**src/rtl/pipelined_adder_pkg.sv**
```systemverilog
// pipelined_adder_pkg: slice sizing, saturation limits and stage control record shared by pipelined_adder
package pipelined_adder_pkg;
  localparam int max_w = 64;
  typedef struct packed {
    logic valid;
    logic carry;
  } stage_ctl_t;
  function automatic int slice_w(input int width, input int stages);
    return width / stages;
  endfunction
  function automatic logic [max_w-1:0] sat_max(input int width);
    return (max_w'(1) << (width - 1)) - max_w'(1);
  endfunction
  function automatic logic [max_w-1:0] sat_min(input int width);
    return max_w'(1) << (width - 1);
  endfunction
endpackage

```
**src/rtl/pipelined_adder_slice.sv**
```systemverilog
// adder_slice: combinational SW-bit ripple of full-adder cells exposing carry out and carry into the MSB
module adder_slice #(
  parameter int SW = 4
) (
  input  logic [SW-1:0] a,
  input  logic [SW-1:0] b,
  input  logic          ci,
  output logic [SW-1:0] s,
  output logic          co,
  output logic          c_msb_in
);
  logic [SW:0] c;
  assign c[0] = ci;
  for (genvar i = 0; i < SW; i++) begin : g_fa
    assign s[i] = a[i] ^ b[i] ^ c[i];
    assign c[i+1] = (a[i] & b[i]) | (c[i] & (a[i] ^ b[i]));
  end
  assign co = c[SW];
  assign c_msb_in = c[SW-1];
endmodule

```
**src/rtl/pipelined_adder.sv**
```systemverilog
// pipelined_adder: carry-pipelined WIDTH-bit adder with valid/ready handshake and signed overflow flag; PIPELINED_ADDER_SAT_EN clamps sum on overflow
module pipelined_adder
  import pipelined_adder_pkg::*;
#(
  parameter int WIDTH = 16,
  parameter int STAGES = 4
) (
  input  logic             clk,
  input  logic             rst_n,
  input  logic             in_valid,
  output logic             in_ready,
  input  logic [WIDTH-1:0] a,
  input  logic [WIDTH-1:0] b,
  input  logic             cin,
  output logic             out_valid,
  input  logic             out_ready,
  output logic [WIDTH-1:0] sum,
  output logic             cout,
  output logic             ovf
);
  localparam int sw = slice_w(WIDTH, STAGES);
  localparam int last = STAGES - 1;
  localparam logic [WIDTH-1:0] lane = ~({WIDTH{1'b1}} << sw);
  if (STAGES < 1 || STAGES > WIDTH || WIDTH % STAGES != 0) begin : g_bad_cfg
    $error("pipelined_adder: WIDTH must be a multiple of STAGES with 1 <= STAGES <= WIDTH");
  end
  stage_ctl_t ctl_q [STAGES];
  logic [WIDTH-1:0] a_q [STAGES];
  logic [WIDTH-1:0] b_q [STAGES];
  logic [WIDTH-1:0] s_q [STAGES];
  logic [WIDTH-1:0] a_i [STAGES];
  logic [WIDTH-1:0] b_i [STAGES];
  logic [WIDTH-1:0] s_i [STAGES];
  logic [WIDTH-1:0] s_n [STAGES];
  logic [sw-1:0] ss [STAGES];
  logic [STAGES-1:0] c_i, v_i, co, cm;
  logic [WIDTH-1:0] fin;
  logic adv, ov_n;
  assign out_valid = ctl_q[last].valid;
  assign adv = ~out_valid | out_ready;
  assign in_ready = adv;
  for (genvar k = 0; k < STAGES; k++) begin : g_stage
    if (k == 0) begin : g_head
      assign a_i[k] = a;
      assign b_i[k] = b;
      assign s_i[k] = '0;
      assign c_i[k] = cin;
      assign v_i[k] = in_valid;
    end else begin : g_body
      assign a_i[k] = a_q[k-1];
      assign b_i[k] = b_q[k-1];
      assign s_i[k] = s_q[k-1];
      assign c_i[k] = ctl_q[k-1].carry;
      assign v_i[k] = ctl_q[k-1].valid;
    end
    adder_slice #(.SW(sw)) u_slice (
      .a        (a_i[k][k*sw +: sw]),
      .b        (b_i[k][k*sw +: sw]),
      .ci       (c_i[k]),
      .s        (ss[k]),
      .co       (co[k]),
      .c_msb_in (cm[k])
    );
    assign s_n[k] = (s_i[k] & ~(lane << (k * sw))) | (WIDTH'(ss[k]) << (k * sw));
  end
  assign ov_n = co[last] ^ cm[last];
`ifdef PIPELINED_ADDER_SAT_EN
  localparam logic [WIDTH-1:0] sat_hi = WIDTH'(sat_max(WIDTH));
  localparam logic [WIDTH-1:0] sat_lo = WIDTH'(sat_min(WIDTH));
  assign fin = ov_n ? (a_i[last][WIDTH-1] ? sat_lo : sat_hi) : s_n[last];
`else
  assign fin = s_n[last];
`endif
  always_ff @(posedge clk) begin
    if (!rst_n) begin
      for (int k = 0; k < STAGES; k++) ctl_q[k] <= '0;
      sum <= '0;
      cout <= 1'b0;
      ovf <= 1'b0;
    end else if (adv) begin
      for (int k = 0; k < STAGES; k++) begin
        ctl_q[k] <= '{valid: v_i[k], carry: co[k]};
        a_q[k] <= a_i[k];
        b_q[k] <= b_i[k];
        s_q[k] <= s_n[k];
      end
      if (v_i[last]) begin
        sum <= fin;
        cout <= co[last];
        ovf <= ov_n;
      end
    end
  end
endmodule

```
**config.mk**
```make
export PLATFORM = sky130hd
export DESIGN_NAME = pipelined_adder
export DESIGN_NICKNAME = d
export VERILOG_FILES = /design/src/rtl/pipelined_adder_pkg.sv /design/src/rtl/pipelined_adder_slice.sv /design/src/rtl/pipelined_adder.sv
export SDC_FILE = /design/constraint.sdc
export NUM_CORES = 1
export LEC_CHECK = 0
export ABC_CLOCK_PERIOD_IN_PS = 2900
export BUFFER_PORTS_ARGS = -buffer_cell sky130_fd_sc_hd__buf_2
export CAP_MARGIN = 20
export CORE_MARGIN = 2
export CORE_UTILIZATION = 50
export CTS_BUF_LIST = sky130_fd_sc_hd__clkbuf_8 sky130_fd_sc_hd__clkbuf_16
export DETAILED_ROUTE_END_ITERATION = 10
export PLACE_DENSITY = 0.85
export SYNTH_ARGS = -nofsm -noshare
export SYNTH_HDL_FRONTEND = slang
export SYNTH_HIERARCHICAL = 1
export SYNTH_SLANG_ARGS = --single-unit
```
**constraint.sdc**
```tcl
create_clock -name clk -period 2.9 [get_ports clk]
set_input_delay 0.435 -clock clk [delete_from_list [all_inputs] [get_ports clk]]
set_output_delay 0.435 -clock clk [all_outputs]
set_load 0.005 [all_outputs]
```
==> results of run 1 <==
==> sequential cells by signal, indices dropped and copies added (netlist names) <==
signal and count:
ctl_q 7, a_q 24, cout 1, ovf 1, sum 16, s_q 24, b_q 24
==> Yosys cell counts <==
library cell,number
nand2_4,1
nand2_1,35
a21oi_1,1
buf_2,5
and3_4,1
mux2i_1,17
fa_1,16
and2_1,1
a21o_1,1
dfxtp_1,18
inv_1,32
nand2b_4,1
xor2_1,1
buf_8,1
nand3b_1,1
and3_1,6
edfxtp_1,79
buf_6,1
==> worst paths after layout <==
kind               endpoint  slack, ns  cells after the start       start
setup / recovery        ovf       0.72                      8  a_q[2][12]
hold / removal    b_q[0][5]       0.25                      1        b[5]
setup reg to reg        ovf       0.72                      8  a_q[2][12]
hold reg to reg   b_q[1][8]       0.42                      0   b_q[0][8]
==> metrics by stage <==
step                      cell area, sq um   util
after floorplan                       3640      -
after global placement                4020  0.563
after detailed placement              4020  0.563
after CTS                             4200  0.588
after global routing                  4200  0.588
final                                 4200  0.588
==> routing by layer <==
metal | GRT usage | up-vias
met5 | 0 | -
met4 | 0.0882 | 0
met3 | 0.0425 | 14
met2 | 0.217 | 46
met1 | 0.175 | 803
li1 | - | 853
==> cell families (layout without fill, tap and decap cells) <==
logic type	Yosys count	count (layout)	share of synthesized area
DFF	97	97	0.752
adders and majority gates	16	16	0.0881
muxes	17	17	0.0468
xor gates and xnor gates	1	1	0.00241
AOI/OAI and AO/OA	2	2	0.00344
buffers and inverters	39	106	0.0472
and+or+nand+nor	46	46	0.0602
==> power by group <==
part           internal (mW)  switching, mW  total (mW)
logic                 0.0754         0.0982       0.174
registers               1.62         0.0311        1.65
clock network          0.354          0.429       0.783
total                   2.05          0.558        2.61
==> cell type report <==
cell class              instances  area, sq um
flip-flops and latches         97         2730
clock inverters                 5         31.3
clock buffers                  11          151
inverters                      32          120
fillers                       560         2940
well taps                      99          124
repair buffers                 58          308
multi-input cells              82          732
==> results by group, run 1 <==
STA
  – Clock skew: 0.0115 ns
  – F_max: 459 MHz
  – Min cycle time layout: 2.18 ns
  – Final slew viol count: 0
  – RSZ-0062 raised after global routing: no
  – Minimum hold slack: 0.246 ns
  – Worst rel slew slack: 0.748
  – Endpoints failing setup: 0
  – Worst Max-Slew Pin Slew: 0.378 ns
  – Final period utilization: 0.751
  – Setup TNS: 0 ns
  – Hold Fails Final Rpt: 0
  – PnR worst setup slack: 0.723 ns

Detailed routing
  – Routed via count: 1716
  – Starting DRT DRC Count: 80
  – Met2 WL post-DR: 2360 um
  – Final wirelength: 4870 um
  – Detail Route Antenna Nets: 0
  – WL met3: 266 um
  – DRT Pass-1 Iters: 4
  – Routed wire per std cell: 12.7 um
  – DRC: 0
  – Highest routing layer actually used: met4
  – M1 WL: 2100 um
  – Via density: 4.47

Floorplan
  – Top Ports: 57
  – Die Y: 89.3 um
  – Core Area: 7140 sq um
  – Rows: 31
  – Die width: 89.3 um
  – Die area: 7970 sq um
  – Starting Density: 0.509

Layout
  – Commonest non-fill, non-tap cells in the layout: edfxtp_1, buf_2, nand2_1
  – NumNets Final: 333
  – Area growth from synthesis to layout: 15.5%
  – Fraction of layout cells with a size suffix above 1: 0.270
  – Finished Layout Cells: 384
  – Most common cell after layout, fill and taps aside: edfxtp_1
  – # diodes: 0

Critical path
  – Worst Path Required: 3.16 ns
  – Crit-path slowest cell: fa_1
  – Most used cell, CP: fa_1
  – Worst setup EP type: register
  – Worst path max stage delay: 0.43 ns
  – Buf/Inv on CP: 2
  – Crit path kind: reg -> reg
  – Crit path DAT: 2.43 ns
  – Kind of cell adding the most delay to the critical path: adder cells
  – Critical-path cell list: fa_1 -> inv_1 -> fa_1 -> fa_1 -> inv_1 -> fa_1 -> xor2_1 -> a21o_1
  – Startpoint types: register
  – CP max FO: 2

Placement
  – Pre-CTS setup slack: 0.634 ns
  – Port-buffer cells: 56
  – HPWL Detailed: 3350 um
  – Routability congestion estimate: 0.736
  – Placed insts: 368

GRT
  – Largest net degree at the start of global routing: 73
  – Antenna violations before repair: 0
  – Global-route wire length before repair: 7980 um
  – Global router's overall resource usage: 0.141
  – Vias in the first global route: 1739
  – Total grt overflow: 0

Clock network
  – CTS tree: built
  – Hold-fix buffers, CTS: 0
  – Reg clk slew, reported paths: 0.09 ns
  – Num CTS Buffers: 9
  – Root Buffer Master: clkbuf_8
  – Clock Path Buffers: 2
  – Post-CTS Setup Inserts: 0
  – Worst-skew pair later-pin latency: 0.36 ns
  – CTS H-tree lvls: 3
  – PostCTS Resize Cnt: 0
  – CTS Sinks: 97

Pwr
  – Power, Total: 2.61 mW
  – Max VDD drop: 0.313 mV
  – Pleak: 1.84 nW
  – PD cells: 621 nW/um^2

Synthesis
  – Post-synth top area share: 0.653
  – Syn Inst Count: 218
  – Synth warn: 6
  – Seq/Total Area, Yosys: 0.752
  – Synthesized area per cell: 16.7 sq um
  – Syn_nets: 271
  – Synth area leaders: edfxtp_1, dfxtp_1, fa_1, mux2i_1, nand2_1
  – Area leader, netlist: edfxtp_1
  – Post-synth cell types: 18
  – Yosys reg bits: 97
  – Mapped Area: 3630 sq um

Outcome
  – Status: completed

Hold path
  – Worst min path class: in -> reg

Flow run
  – Max-cap viol count: 0
(Power assumes the default switching activity.)
==> inputs of run 2 (changes only) <==
- ABC_AREA: unset -> 1
- ABC_CLOCK_PERIOD_IN_PS: 2900 -> 2040
- CORE_UTILIZATION: 50 -> 55
- PLACE_DENSITY: 0.85 -> 0.88
- clock period: 2.9 -> 2.04 ns (I/O delays scaled with it)
==> results by group, run 2 <==
Placement
  – Routability congestion estimate: 0.773
  – Post-DP Area: 4090 sq um
  – HPWL Detailed: 3400 um
  – Placed insts: 398
  – Pre-CTS setup slack: -0.113 ns
  – Port-buffer cells: 56

Floorplan
  – Die Y: 86.1 um
  – Starting Density: 0.577
  – Top Ports: 57
  – Die width: 86.1 um
  – Core Area: 6420 sq um
  – Rows: 29
  – Die area: 7410 sq um

STA
  – Endpoints failing setup: 4
  – Minimum hold slack: 0.117 ns
  – Min cycle time layout: 2.13 ns
  – Final slew viol count: 0
  – Clock skew: 0.00484 ns
  – RSZ-0062 raised after global routing: yes
  – PnR worst setup slack: -0.0863 ns
  – Hold Fails Final Rpt: 0
  – F_max: 470 MHz
  – Final period utilization: 1.04
  – Worst rel slew slack: 0.612
  – Setup TNS: -0.249 ns
  – Worst Max-Slew Pin Slew: 0.581 ns

Critical path
  – CP max FO: 2
  – Worst Path Required: 2.30 ns
  – Worst path max stage delay: 0.39 ns
  – R2R setup slack: -0.09 ns
  – Worst r2r path cells: 10
  – Crit-path slowest cell: fa_1
  – Worst path depth: 10
  – Most used cell, CP: fa_2
  – Buf/Inv on CP: 3
  – Startpoint types: register
  – Kind of cell adding the most delay to the critical path: adder cells
  – Crit path DAT: 2.39 ns
  – Worst setup EP type: register
  – Critical-path cell list: fa_2 -> inv_2 -> fa_2 -> fa_2 -> inv_2 -> fa_1 -> inv_1 -> nand3_1 -> nand2_1 -> nor2_1
  – Crit path kind: reg -> reg

Flow run
  – Max-cap viol count: 0

Synthesis
  – Post-synth cell types: 15
  – Count leader, synth: edfxtp_1
  – Top FF cell, synth: edfxtp_1
  – Area leader, netlist: edfxtp_1
  – Post-synth top area share: 0.640
  – Mapped Area: 3700 sq um
  – Synthesized area per cell: 13.9 sq um
  – Synth area leaders: edfxtp_1, dfxtp_1, fa_1, inv_1, nor2_1
  – Asr flop ratio synth: 0
  – Post-synth top cells: edfxtp_1, inv_1, nor2_1
  – Synth warn: 6
  – Seq/Total Area, Yosys: 0.738
  – Syn Inst Count: 267
  – Yosys reg bits: 97
  – Syn_nets: 320
  – Post-synth EDFFs: 79

Layout
  – Finished Layout Cells: 414
  – Utilization after layout: 0.675
  – Final instance area: 4340 sq um
  – Commonest non-fill, non-tap cells in the layout: edfxtp_1, buf_2, inv_1
  – NumNets Final: 385
  – Fillcell total: 455
  – Fraction of layout cells with a size suffix above 1: 0.300
  – Largest registers: a_q (24), b_q (24), s_q (24)
  – # diodes: 0
  – Area growth from synthesis to layout: 17.0%
  – Most common cell after layout, fill and taps aside: edfxtp_1

Clock network
  – CTS H-tree lvls: 3
  – Clock Path Buffers: 2
  – Num CTS Buffers: 9
  – Worst-skew pair later-pin latency: 0.36 ns
  – CTS tree: built
  – CTS Sinks: 97
  – Post-CTS Setup Inserts: 0
  – Hold-fix buffers, CTS: 0
  – Reg clk slew, reported paths: 0.09 ns
  – Root Buffer Master: clkbuf_8

GRT
  – Antenna violations before repair: 0
  – Vias in the first global route: 1875
  – Global-route wire length before repair: 8270 um
  – Largest net degree at the start of global routing: 35
  – Total grt overflow: 0
  – Global router's overall resource usage: 0.153

Pwr
  – Max VDD drop: 0.564 mV
  – Pleak: 1.89 nW
  – Power, Total: 4.02 mW
  – PD cells: 926 nW/um^2

Outcome
  – Failing checks: setup timing
  – Status: complete, but fails checks

Detailed routing
  – Starting DRT DRC Count: 98
  – Routed via count: 1928
  – Final wirelength: 5050 um
  – Routed wire per std cell: 12.2 um
  – DRT Pass-1 Iters: 4
  – Via density: 4.66
  – Detail Route Antenna Nets: 0
  – DRC: 0

Hold path
  – Worst min path class: in -> reg
  – Worst hold stages: 1
-- run 2: kinds of logic after synthesis --
group | synth area share
fa+ha+maj | 0.0865
flops | 0.738
simple gates | 0.0959
buf+inv | 0.0800
-- run 2: metal layers --
| layer | wire (um) | vias up | track usage |
|---|---|---|---|
| met5 | 0 | - | 0 |
| met4 | 164 | 0 | 0.108 |
| met3 | 275 | 13 | 0.0433 |
| met2 | 2370 | 56 | 0.237 |
| met1 | 2240 | 891 | 0.186 |
| li1 | - | 968 | - |
-- run 2: final cells by class --
cell class | count | area [sq um] | share of cell area
inverters | 61 | 235 | 0.0543
clock buffers | 9 | 124 | 0.0286
multi-input cells | 102 | 711 | 0.164
repair buffers | 61 | 343 | 0.0791
clock inverters | 7 | 93.8 | 0.0216
flip-flops and latches | 97 | 2730 | 0.630
well taps | 77 | 96.3 | 0.0222
-- run 2: power breakdown --
group | internal (mW) | leakage, nW | switching, mW
logic | 0.137 | 0.856 | 0.180
clock network | 0.690 | 0.107 | 0.640
registers | 2.31 | 0.932 | 0.0538
-- run 2: path summary, 6_finish.rpt --
| kind | to | from |
|---|---|---|
| hold reg to reg | a_q[1][8] | a_q[0][8] |
| setup reg to reg | sum[15] | a_q[2][12] |
| setup / recovery | sum[15] | a_q[2][12] |
| hold / removal | a_q[0][5] | a[5] |
-- run 2: timing repair --
item                                    in CTS  in global routing
endpoints found under the setup margin       5                  6
pin swaps                                    1                  2
gates resized for setup                      9                  7
-- run 2: worst reg2reg max path, stage by stage (launching register included) --
cell	delay [ns]
edfxtp_1	0.38
fa_2	0.21
inv_2	0.04
fa_2	0.33
fa_2	0.36
inv_2	0.07
fa_1	0.39
inv_1	0.07
nand3_1	0.07
nand2_1	0.08
nor2_1	0.04
==> inputs of run 3 (changes only) <==
- SKIP_CTS_REPAIR_TIMING: unset -> 1
==> results by group, run 3 (synthesized netlist as in run 2, its figures left out) <==
Outcome
  – Status: complete, but fails checks
  – Failing checks: setup timing

Critical path
  – Worst Path Required: 2.30 ns
  – Crit path kind: reg -> reg
  – Worst setup EP type: register
  – Crit path DAT: 2.46 ns
  – Startpoint types: register
  – CP max FO: 2

Clock network
  – Reg clk slew, reported paths: 0.09 ns
  – Num CTS Buffers: 9
  – CTS Sinks: 97
  – Clock Path Buffers: 2
  – CTS tree: built
  – Worst-skew pair later-pin latency: 0.36 ns
  – CTS H-tree lvls: 3
  – Root Buffer Master: clkbuf_8

Flow run
  – Max-cap viol count: 0

Floorplan
  – Die Y: 86.1 um
  – Core Area: 6420 sq um
  – Die width: 86.1 um
  – Die area: 7410 sq um
  – Top Ports: 57
  – Rows: 29
  – Starting Density: 0.577

Pwr
  – Power, Total: 4.02 mW
  – PD cells: 926 nW/um^2
  – Max VDD drop: 0.567 mV
  – Pleak: 1.89 nW

GRT
  – Total grt overflow: 0
  – Largest net degree at the start of global routing: 35
  – Vias in the first global route: 1913
  – Global router's overall resource usage: 0.153
  – Antenna violations before repair: 0
  – Global-route wire length before repair: 8290 um

Layout
  – # diodes: 0
  – Commonest non-fill, non-tap cells in the layout: edfxtp_1, buf_2, inv_1
  – Finished Layout Cells: 414
  – Fillcell total: 453
  – Fraction of layout cells with a size suffix above 1: 0.315
  – NumNets Final: 385
  – Area growth from synthesis to layout: 17.3%
  – Most common cell after layout, fill and taps aside: edfxtp_1
  – Largest registers: a_q (24), b_q (24), s_q (24)

STA
  – RSZ-0062 raised after global routing: yes
  – Min cycle time layout: 2.20 ns
  – Hold Fails Final Rpt: 0
  – Minimum hold slack: 0.117 ns
  – F_max: 454 MHz
  – Setup TNS: -0.240 ns
  – Worst rel slew slack: 0.613
  – Endpoints failing setup: 4
  – Worst Max-Slew Pin Slew: 0.581 ns
  – PnR worst setup slack: -0.162 ns
  – Final slew viol count: 0
  – Clock skew: 0.00500 ns
  – Final period utilization: 1.08

Placement
  – Routability congestion estimate: 0.773
  – Placed insts: 398
  – Port-buffer cells: 56
  – HPWL Detailed: 3400 um

Detailed routing
  – Final wirelength: 5060 um
  – Starting DRT DRC Count: 83
  – Routed via count: 1926
  – Detail Route Antenna Nets: 0
  – Via density: 4.65
  – DRC: 0
  – DRT Pass-1 Iters: 4
  – Routed wire per std cell: 12.2 um

Hold path
  – Worst min path class: in -> reg
[run 3: cell counts in the layout (fill, tap and decap cells not counted)]
Identical to the previous run, type by type.
[run 3: power by group]
group / internal (mW) / leakage [nW] / switching [mW]
Combinational: 0.141 / 0.853 / 0.184
Sequential: 2.31 / 0.932 / 0.0537
Clock: 0.690 / 0.107 / 0.640
[run 3: cell type report]
cell class                      count  area (sq um)  share of cell area
Sequential cell                    97          2730               0.629
Multi-Input combinational cell    102           721               0.166
Timing Repair Buffer               61           343              0.0789
Inverter                           61           235              0.0541
Clock buffer                        9           124              0.0285
Tap cell                           77          96.3              0.0222
Clock inverter                      7          93.8              0.0216
[run 3: path summary, 6_finish.rpt]
| check | startpoint | end | slack [ns] | depth (start not counted) |
|---|---|---|---|---|
| max reg2reg | a_q[2][12] | sum[15] | -0.16 | 10 |
| min reg2reg | a_q[0][8] | a_q[1][8] | 0.42 | 0 |
| min | a[5] | a_q[0][5] | 0.12 | 1 |
| max | a_q[2][12] | sum[15] | -0.16 | 10 |
[run 3: metrics by stage]
stage / util / cell area (sq um) / setup WS, ns
CTS: 0.671 / 4310 / -0.119
finish: 0.677 / 4350 / -0.162
detailed placement: 0.637 / 4090 / -0.113
global placement: 0.637 / 4090 / -0.0278
floorplan: - / 3720 / -0.0695
global route: 0.677 / 4350 / -0.226
[run 3: worst max-delay path, cell delays in order, from the launching register on]
cell	delay, ns
edfxtp_1	0.38
fa_2	0.21
inv_2	0.04
fa_2	0.36
fa_2	0.39
inv_2	0.08
fa_2	0.43
inv_2	0.07
nand3_2	0.06
nand2_1	0.07
nor2_1	0.04
[run 3: routing by layer]
metal,up-vias,global-route usage,part of all wire
met3,13,0.0433,0.056
li1,968,-,-
met1,883,0.182,0.44
met2,62,0.241,0.47
met5,-,0,0
met4,0,0.108,0.035
